### src/rtl/strobe_hold.sv
// Turns single-cycle event strobes into a held, acknowledged level flag with a
// per-event toggle line and a saturating queue of events still to present.
module strobe_hold #(
  parameter int unsigned HOLD_CYCLES = 4,
  parameter int unsigned COUNT_WIDTH = 4
) (
  input  logic                   clk,
  input  logic                   reset,
  input  logic                   in,
  input  logic                   ack,
  output logic                   out,
  output logic                   toggle,
  output logic [COUNT_WIDTH-1:0] pending,
  output logic                   overflow
);

  localparam int unsigned CNT_W = (HOLD_CYCLES > 1) ? $clog2(HOLD_CYCLES) : 1;
  localparam logic [CNT_W-1:0] CNT_LOAD = CNT_W'(HOLD_CYCLES - 1);
  localparam logic [COUNT_WIDTH-1:0] PEND_MAX = {COUNT_WIDTH{1'b1}};

  typedef enum logic [1:0] {
    IDLE     = 2'd0,
    HOLD     = 2'd1,
    WAIT_ACK = 2'd2,
    GAP      = 2'd3
  } state_t;

  state_t                 r_state;
  logic [CNT_W-1:0]       r_cnt;
  logic                   r_ack_lat;
  logic [COUNT_WIDTH-1:0] r_pending;
  logic                   r_overflow;
  logic                   r_toggle;
  logic                   r_out;

  state_t                 w_state_nxt;
  logic [CNT_W-1:0]       w_cnt_nxt;
  logic                   w_ack_lat_nxt;
  logic [COUNT_WIDTH-1:0] w_pending_nxt;
  logic                   w_overflow_nxt;
  logic                   w_toggle_nxt;
  logic                   w_out_nxt;
  logic                   w_release;
  logic                   w_inc;
  logic                   w_dec;
  logic                   w_lost;

  // Next-state, queue accounting and output decode.
  always_comb begin
    w_state_nxt    = r_state;
    w_cnt_nxt      = r_cnt;
    w_ack_lat_nxt  = r_ack_lat;
    w_pending_nxt  = r_pending;
    w_overflow_nxt = r_overflow;
    w_toggle_nxt   = r_toggle;
    w_release      = 1'b0;
    w_inc          = 1'b0;
    w_dec          = 1'b0;
    w_lost         = 1'b0;

    case (r_state)
      IDLE: begin
        if (in) begin
          w_state_nxt   = HOLD;
          w_cnt_nxt     = CNT_LOAD;
          w_ack_lat_nxt = 1'b0;
        end
      end
      HOLD: begin
        if (r_cnt == '0) begin
          if (ack || r_ack_lat) w_release = 1'b1;
          else                  w_state_nxt = WAIT_ACK;
        end else begin
          w_cnt_nxt = r_cnt - CNT_W'(1);
          if (ack) w_ack_lat_nxt = 1'b1;
        end
      end
      WAIT_ACK: begin
        if (ack) w_release = 1'b1;
      end
      GAP: begin
        w_state_nxt   = HOLD;
        w_cnt_nxt     = CNT_LOAD;
        w_ack_lat_nxt = 1'b0;
      end
      default: w_state_nxt = IDLE;
    endcase

    // An event coinciding with a release to an empty queue is queued and
    // immediately dequeued, so it still earns its own GAP.
    w_inc = in && (r_state != IDLE);
    if (w_release) begin
      if ((r_pending != '0) || in) begin
        w_state_nxt = GAP;
        w_dec       = 1'b1;
      end else begin
        w_state_nxt = IDLE;
      end
    end

    w_lost = w_inc && !w_dec && (r_pending == PEND_MAX);
    if (w_inc && !w_dec && !w_lost) w_pending_nxt = r_pending + COUNT_WIDTH'(1);
    else if (w_dec && !w_inc)       w_pending_nxt = r_pending - COUNT_WIDTH'(1);

    if (w_lost) w_overflow_nxt = 1'b1;
    if (in && !w_lost) w_toggle_nxt = ~r_toggle;

    w_out_nxt = (w_state_nxt == HOLD) || (w_state_nxt == WAIT_ACK);
  end

  // State and output registers.
  always_ff @(posedge clk) begin
    if (reset) begin
      r_state    <= IDLE;
      r_cnt      <= '0;
      r_ack_lat  <= 1'b0;
      r_pending  <= '0;
      r_overflow <= 1'b0;
      r_toggle   <= 1'b0;
      r_out      <= 1'b0;
    end else begin
      r_state    <= w_state_nxt;
      r_cnt      <= w_cnt_nxt;
      r_ack_lat  <= w_ack_lat_nxt;
      r_pending  <= w_pending_nxt;
      r_overflow <= w_overflow_nxt;
      r_toggle   <= w_toggle_nxt;
      r_out      <= w_out_nxt;
    end
  end

  assign out      = r_out;
  assign toggle   = r_toggle;
  assign pending  = r_pending;
  assign overflow = r_overflow;

endmodule

### config.mk
export PLATFORM = sky130hd
export DESIGN_NAME = strobe_hold
export DESIGN_NICKNAME = d
export VERILOG_FILES = /design/src/rtl/strobe_hold.sv
export SDC_FILE = /design/constraint.sdc
export NUM_CORES = 1
export LEC_CHECK = 0
export ABC_CLOCK_PERIOD_IN_PS = 6100
export CORE_AREA = 2 2 54 56
export DETAILED_ROUTE_END_ITERATION = 8
export DIE_AREA = 0 0 56 58
export PLACE_DENSITY_LB_ADDON = 0.3
export SLEW_MARGIN = 5
export SYNTH_ARGS = -nofsm -noshare
export SYNTH_HDL_FRONTEND = slang
export SYNTH_SLANG_ARGS = --single-unit
### constraint.sdc
create_clock -name clk -period 6.1 [get_ports clk]
set_input_delay 1.22 -clock clk [delete_from_list [all_inputs] [get_ports clk]]
set_output_delay 1.22 -clock clk [all_outputs]
set_load 0.05 [all_outputs]
==> results.yml, run 1 <==
run_status:
  status: "completed"
synth:
  async_flop_share_pct: 0
  avgSynthCellArea_um2: 9.02
  syn-instance-count: 86
  syn_area_um2: 776
  synth_seq_cells: 12
  synth-edff-count: 0
  ys_warn_count: 0
  synthFlopType: "dfxtp_1"
  synth-seq-area-share_pct: 31.0
  synth_cell_types: 33
  synth_nets: 99
grt:
  grt_pass1_wl_mm: 2.44
  grt_usage_pct: 9.31
  grt-ovfl-total: 0
  antenna_found_initial: 0
  grt_pass1_vias: 607
  grt_max_degree: 14
cts:
  cts_hold_buf: 0
  worstSkewPairLatency_ns: 0.26
  cts_max_path_buffers: 2
  cts_resized: 0
  root_buffer: "clkbuf_4"
  tritoncts: "built"
  cts_buffers: 3
  htreeDepth: 1
  cts_setup_buffers: 0
  cts.clk_slew.worst_paths_ns: 0.07
  clock-sinks: 12
die:
  die_h_um: 58
  top_level_ports: 11
  num_rows: 19
  die_area_um2: 3250
  core_area_um2: 2660
  start_util_pct: 29.1
  die_x_um: 56
sta:
  fmax_mhz: 304
  setup_viol: 0
  period_share_pct: 54.0
  drv_slew: 0
  finalCriticalPeriod_ns: 3.29
  hold_viol: 0
  hold-worst-slack_ns: 0.476
  relSlewSlack_pct: 66.5
  rsz0062_at_grt: "false"
  setup_tns_ns: 0
  finClkSkew_ns: 0.000363
  worst_pin_slew_ns: 0.501
worst_setup_path:
  crit_path_end_kind: "flip-flop"
  critPathLaunchType: "primary input"
  crit_chain: "clkdlybuf4s50_1 -> nand2b_1 -> nand2b_1 -> nor2_1 -> inv_1 -> ha_1 -> a21oi_1 -> nand3_1 -> a2bb2oi_2 -> mux2_1"
  cp.depth: 10
  r2r_slack_ns: 3.50
  reg2reg_from: "r_state[1]"
  critPathBufInv: 2
  worst-setup-path-type: "primary input to flip-flop"
  critPathArrivalTime_ns: 3.45
  critPathMaxStageDelay_ns: 0.57
  crit_required_ns: 6.26
  cp_max_fo: 5
  reg2reg_to: "pending[3]"
  cp_common_cell: "nand2b_1"
  slowest_stage: "clkdlybuf4s50_1"
  r2r_cells: 11
  critical_path.top_delay_family: "buffers and inverters"
finish:
  drive_gt1_share_pct: 9.28
  nNetsFinal: 112
  n_fill_cell: 293
  area_growth_pct: 19.4
  num_antenna_cells: 0
hold_path:
  min_path_cells: 2
  worstHoldStart: "overflow"
  hp-class: "flip-flop to flip-flop"
  holdPathEnd: "overflow"
placed_design:
  hpwl_mm: 1.12
  gp_congestion: 0.728
  port-buffer-count: 10
routing:
  via_count: 619
  ant_nets: 0
  drc: 0
  wl_mm: 1.43
  drt-initial-drc-count: 8
  first_pass_iters: 4
  vias_per_cell: 4.84
  routedWlPerCell_um: 11.1
power:
  peakVddDrop_mv: 0.188
  p_leak_nw: 0.359
  powerDensity_nw_per_um2: 416
run:
  maxCapViolCount: 0
state kept, by name, summed over array words and instances, names as in the netlist:
| signal | count |
|---|---|
| pending | 4 |
| r_cnt | 2 |
| r_state | 2 |
| out | 1 |
| overflow | 1 |
| r_ack_lat | 1 |
| toggle | 1 |
power by group:
part	switching, W	leakage [nW]	total (W)	internal, W
clock	0.0000238	0.0138	0.0000467	0.0000228
combinational	0.000123	0.247	0.000216	0.0000931
sequential	0.0000226	0.0986	0.000122	0.0000992
total	0.000170	0.359	0.000385	0.000215
per-layer routing:
layer / GRT usage (%) / wire, µm / share of wire, %
met5: 0 / 0 / 0
met4: 4.08 / 21 / 1.5
met3: 1.79 / 43 / 3.0
met2: 15.3 / 631 / 44
met1: 12.0 / 730 / 51
cell families (layout without fill, tap and decap cells):
group / after synthesis / count (layout) / synth area share, %
AND/OR/NAND/NOR: 31 / 31 / 20.2
buffers and inverters: 8 / 19 / 4.35
XOR/XNOR: 4 / 4 / 4.52
adder cells (fa/ha/maj): 9 / 9 / 15.5
multiplexers: 3 / 3 / 4.03
AO/OA/AOI/OAI: 19 / 19 / 20.5
flip-flops: 12 / 12 / 31.0
how the worst max path moves through the flow:
stage / startpoint / end
6_report: in / pending[3]
5_1_grt: in / pending[3]
4_1_cts: in / pending[3]
3_5_place_dp: in / pending[3]
3_3_place_gp: in / pending[3]
2_1_floorplan: ack / pending[3]
worst register-to-register path, cell delays in order (launching register included):
cell       delay (ns)
dfxtp_1          0.43
inv_1            0.09
ha_1             0.25
nand2b_1         0.22
nand2b_1         0.19
nor2_1           0.15
inv_1            0.10
ha_1             0.33
a21oi_1          0.19
nand3_1          0.12
a2bb2oi_2        0.14
mux2_1           0.30
cells in the final DEF (no fill, tap or decap), types with 2 or more instances in the layout:
master,n
mux2i_1,2
nand2b_1,4
nor2_1,11
ha_1,8
a21oi_1,5
nand3_1,3
clkbuf_4,3
nor3_1,5
dfxtp_1,12
inv_1,6
nand2_1,2
clkdlybuf4s50_1,10
o31ai_1,2
xnor2_1,3
nor2b_1,3
per-stage QoR:
stage	total power [W]	setup WS, ns	utilization (%)	instance area, µm²	instances
2_1_floorplan	0.000293	3.24	-	776	86
3_3_place_gp	0.000337	2.57	33.9	903	125
3_5_place_dp	0.000342	2.51	33.9	903	125
4_1_cts	0.000390	2.79	34.8	926	128
5_1_grt	0.000416	2.62	34.8	926	128
6_report	0.000385	2.81	34.8	926	128
cell type report:
class | count | area, µm² | share of cell area, %
clock buffers | 3 | 22.5 | 2.43
repair buffers | 10 | 100 | 10.8
inverters | 6 | 22.5 | 2.43
flip-flops and latches | 12 | 240 | 25.9
well taps | 31 | 38.8 | 4.19
multi-input cells | 66 | 502 | 54.2
synthesized netlist by cell type, drive strengths merged, types with 3 or more instances:
library cell | n | area, µm²
a21oi | 5 | 25.0
dfxtp | 12 | 240
ha | 8 | 100
inv | 6 | 22.5
nand2b | 4 | 25.0
nand3 | 3 | 15.0
nor2 | 11 | 41.3
nor2b | 3 | 18.8
nor3 | 5 | 25.0
o21ai | 3 | 18.8
xnor2 | 3 | 26.3
Power figures use the tool's default switching activity.
==> run 2, diff against run 1 <==
--- a/config.mk
+++ b/config.mk
@@ -5,7 +5,7 @@
 export SDC_FILE = /design/constraint.sdc
 export NUM_CORES = 1
 export LEC_CHECK = 0
-export ABC_CLOCK_PERIOD_IN_PS = 6100
+export ABC_CLOCK_PERIOD_IN_PS = 2700
 export CORE_AREA = 2 2 54 56
 export DETAILED_ROUTE_END_ITERATION = 8
 export DIE_AREA = 0 0 56 58
==> constraint.sdc (replaced) <==
create_clock -name clk -period 2.7 [get_ports clk]
set_input_delay 0.54 -clock clk [delete_from_list [all_inputs] [get_ports clk]]
set_output_delay 0.54 -clock clk [all_outputs]
set_load 0.05 [all_outputs]
==> run 2 against run 1 <==
Against the previous run: cell count up 3.9%; clock power up 140%; power up 140%; core utilization up 1.7 points; sequential power up 120%; clock skew up 0.0019 ns; setup slack worse by 2.6 ns; die area unchanged; largest cell class unchanged.
==> results.yml, run 2 (synthesized netlist as in run 1, its figures left out) <==
run_status:
  status: "completed"
worst_setup_path:
  critPathMaxStageDelay_ns: 0.39
  startpoint: "r_state[0]"
  critical_path.top_delay_family: "simple AND/OR/NAND/NOR gates"
  critPathArrivalTime_ns: 2.68
  critPathBufInv: 2
  critPathLaunchType: "flip-flop"
  cp.depth: 11
  crit_required_ns: 2.87
  r2r_cells: 11
  crit_path_end_kind: "flip-flop"
  crit_chain: "inv_1 -> ha_1 -> nand2b_1 -> nand2b_1 -> nor2_2 -> inv_1 -> ha_1 -> nand3_1 -> nand3_1 -> a2bb2oi_2 -> mux2_1"
  worst-setup-path-type: "flip-flop to flip-flop"
  cp_max_fo: 5
  slowest_stage: "dfxtp_1"
  reg2reg_from: "r_state[0]"
routing:
  ant_nets: 0
  routedWlPerCell_um: 12.2
  drc: 0
  vias_per_cell: 5.03
  via_count: 669
  first_pass_iters: 4
  wl_mm: 1.63
  drt-initial-drc-count: 16
grt:
  antenna_found_initial: 0
  grt_use_met3_pct: 2.68
  grt_usage_pct: 11.3
  grt_use_met1_pct: 13.7
  grt_pass1_wl_mm: 2.79
  grt-ovfl-total: 0
  met2_usage_pct: 18.2
  grt_pass1_vias: 642
  busiest_layer: "met2"
  grt_max_degree: 14
finish:
  postLayoutCoreUtil_pct: 36.5
  layout_common_cells: "dfxtp_1 (11), nor2_1 (10), clkdlybuf4s50_1 (10)"
  final_common_cell: "dfxtp_1"
  area_growth_pct: 25.2
  nNetsFinal: 117
  num_antenna_cells: 0
  n_fill_cell: 284
  drive_gt1_share_pct: 16.7
  largest_register_ffs: 4
  instances_no_fill: 133
die:
  start_util_pct: 29.1
  num_rows: 19
  top_level_ports: 11
  core_area_um2: 2660
  die_h_um: 58
  die_x_um: 56
  die_area_um2: 3250
power:
  share_comb_of_total_power_pct: 57.2
  internal-power_w: 0.000501
  p_leak_nw: 0.385
  seq_power_share_pct: 30.2
  clockPowerShare_pct: 12.6
  powerDensity_nw_per_um2: 934
  peakVddDrop_mv: 0.440
  power.total_w: 0.000906
  switching_share_pct: 44.7
  p_sw_w: 0.000405
sta:
  fmax_mhz: 398
  finClkSkew_ns: 0.00228
  rsz0062_at_grt: "false"
  period_share_pct: 92.9
  hold_viol: 0
  drv_slew: 0
  worst_pin_slew_ns: 0.511
  finalCriticalPeriod_ns: 2.51
  setup_viol: 0
  relSlewSlack_pct: 65.8
cts:
  cts_max_path_buffers: 2
  tritoncts: "built"
  cts_buffers: 3
  cts.clk_slew.worst_paths_ns: 0.07
  root_buffer: "clkbuf_4"
  worstSkewPairLatency_ns: 0.28
  clock-sinks: 12
  htreeDepth: 1
placed_design:
  dpl.cell_count: 130
  gp_congestion: 0.780
  hpwl_mm: 1.22
  port-buffer-count: 10
hold_path:
  hp-class: "flip-flop to flip-flop"
  min_path_cells: 2
  worstHoldStart: "overflow"
run:
  maxCapViolCount: 0
run 2: final cells by class:
type | count | area [µm²] | share of cell area [%]
Inverter | 6 | 22.5 | 2.32
Multi-Input combinational cell | 66 | 508 | 52.3
Clock buffer | 3 | 22.5 | 2.32
Sequential cell | 12 | 241 | 24.9
Timing Repair Buffer | 15 | 138 | 14.2
Tap cell | 31 | 38.8 | 3.99
run 2: worst paths after layout:
check                           slack (ns)         end
worst max-delay path                  0.19  pending[3]
worst min-delay path                  0.48    overflow
worst max register to register        0.19  pending[3]
worst min register to register        0.48    overflow
run 2: stage by stage:
stage | TNS [ns] | hold WS [ns] | cell area, µm² | setup slack (ns)
final | 0 | 0.478 | 971 | 0.191
after global routing | 0 | 0.526 | 971 | 0.00736
after CTS | 0 | 0.488 | 963 | 0.0857
after detailed placement | -0.0430 | 0.470 | 941 | -0.0430
after global placement | 0 | 0.456 | 941 | 0.0531
after floorplan | 0 | 0.471 | 776 | 0.335
run 2: power groups by stage:
stage / clock network [W] / logic, W / registers, W
6_report: 0.000114 / 0.000519 / 0.000274
5_1_grt: 0.000128 / 0.000575 / 0.000283
4_1_cts: 0.000118 / 0.000514 / 0.000274
3_5_place_dp: 0 / 0.000509 / 0.000278
3_3_place_gp: 0 / 0.000500 / 0.000277
2_1_floorplan: 0 / 0.000312 / 0.000351
run 2: what timing repair did:
action	CTS	global route
gates resized for setup	0	3
hold buffers	0	0
setup buffers	0	0
endpoints found under the setup margin	0	1
run 2: routing by layer:
metal	vias to the layer above	routed length (µm)
met5	-	0
met4	0	41
met3	5	60
met2	12	761
met1	312	765
li1	340	-
run 2: worst min-delay path: cells and delay by family, from the launching register on:
kind | cells | cell delay (ns)
DFF | 1 | 0.33
and+or+nand+nor | 2 | 0.11
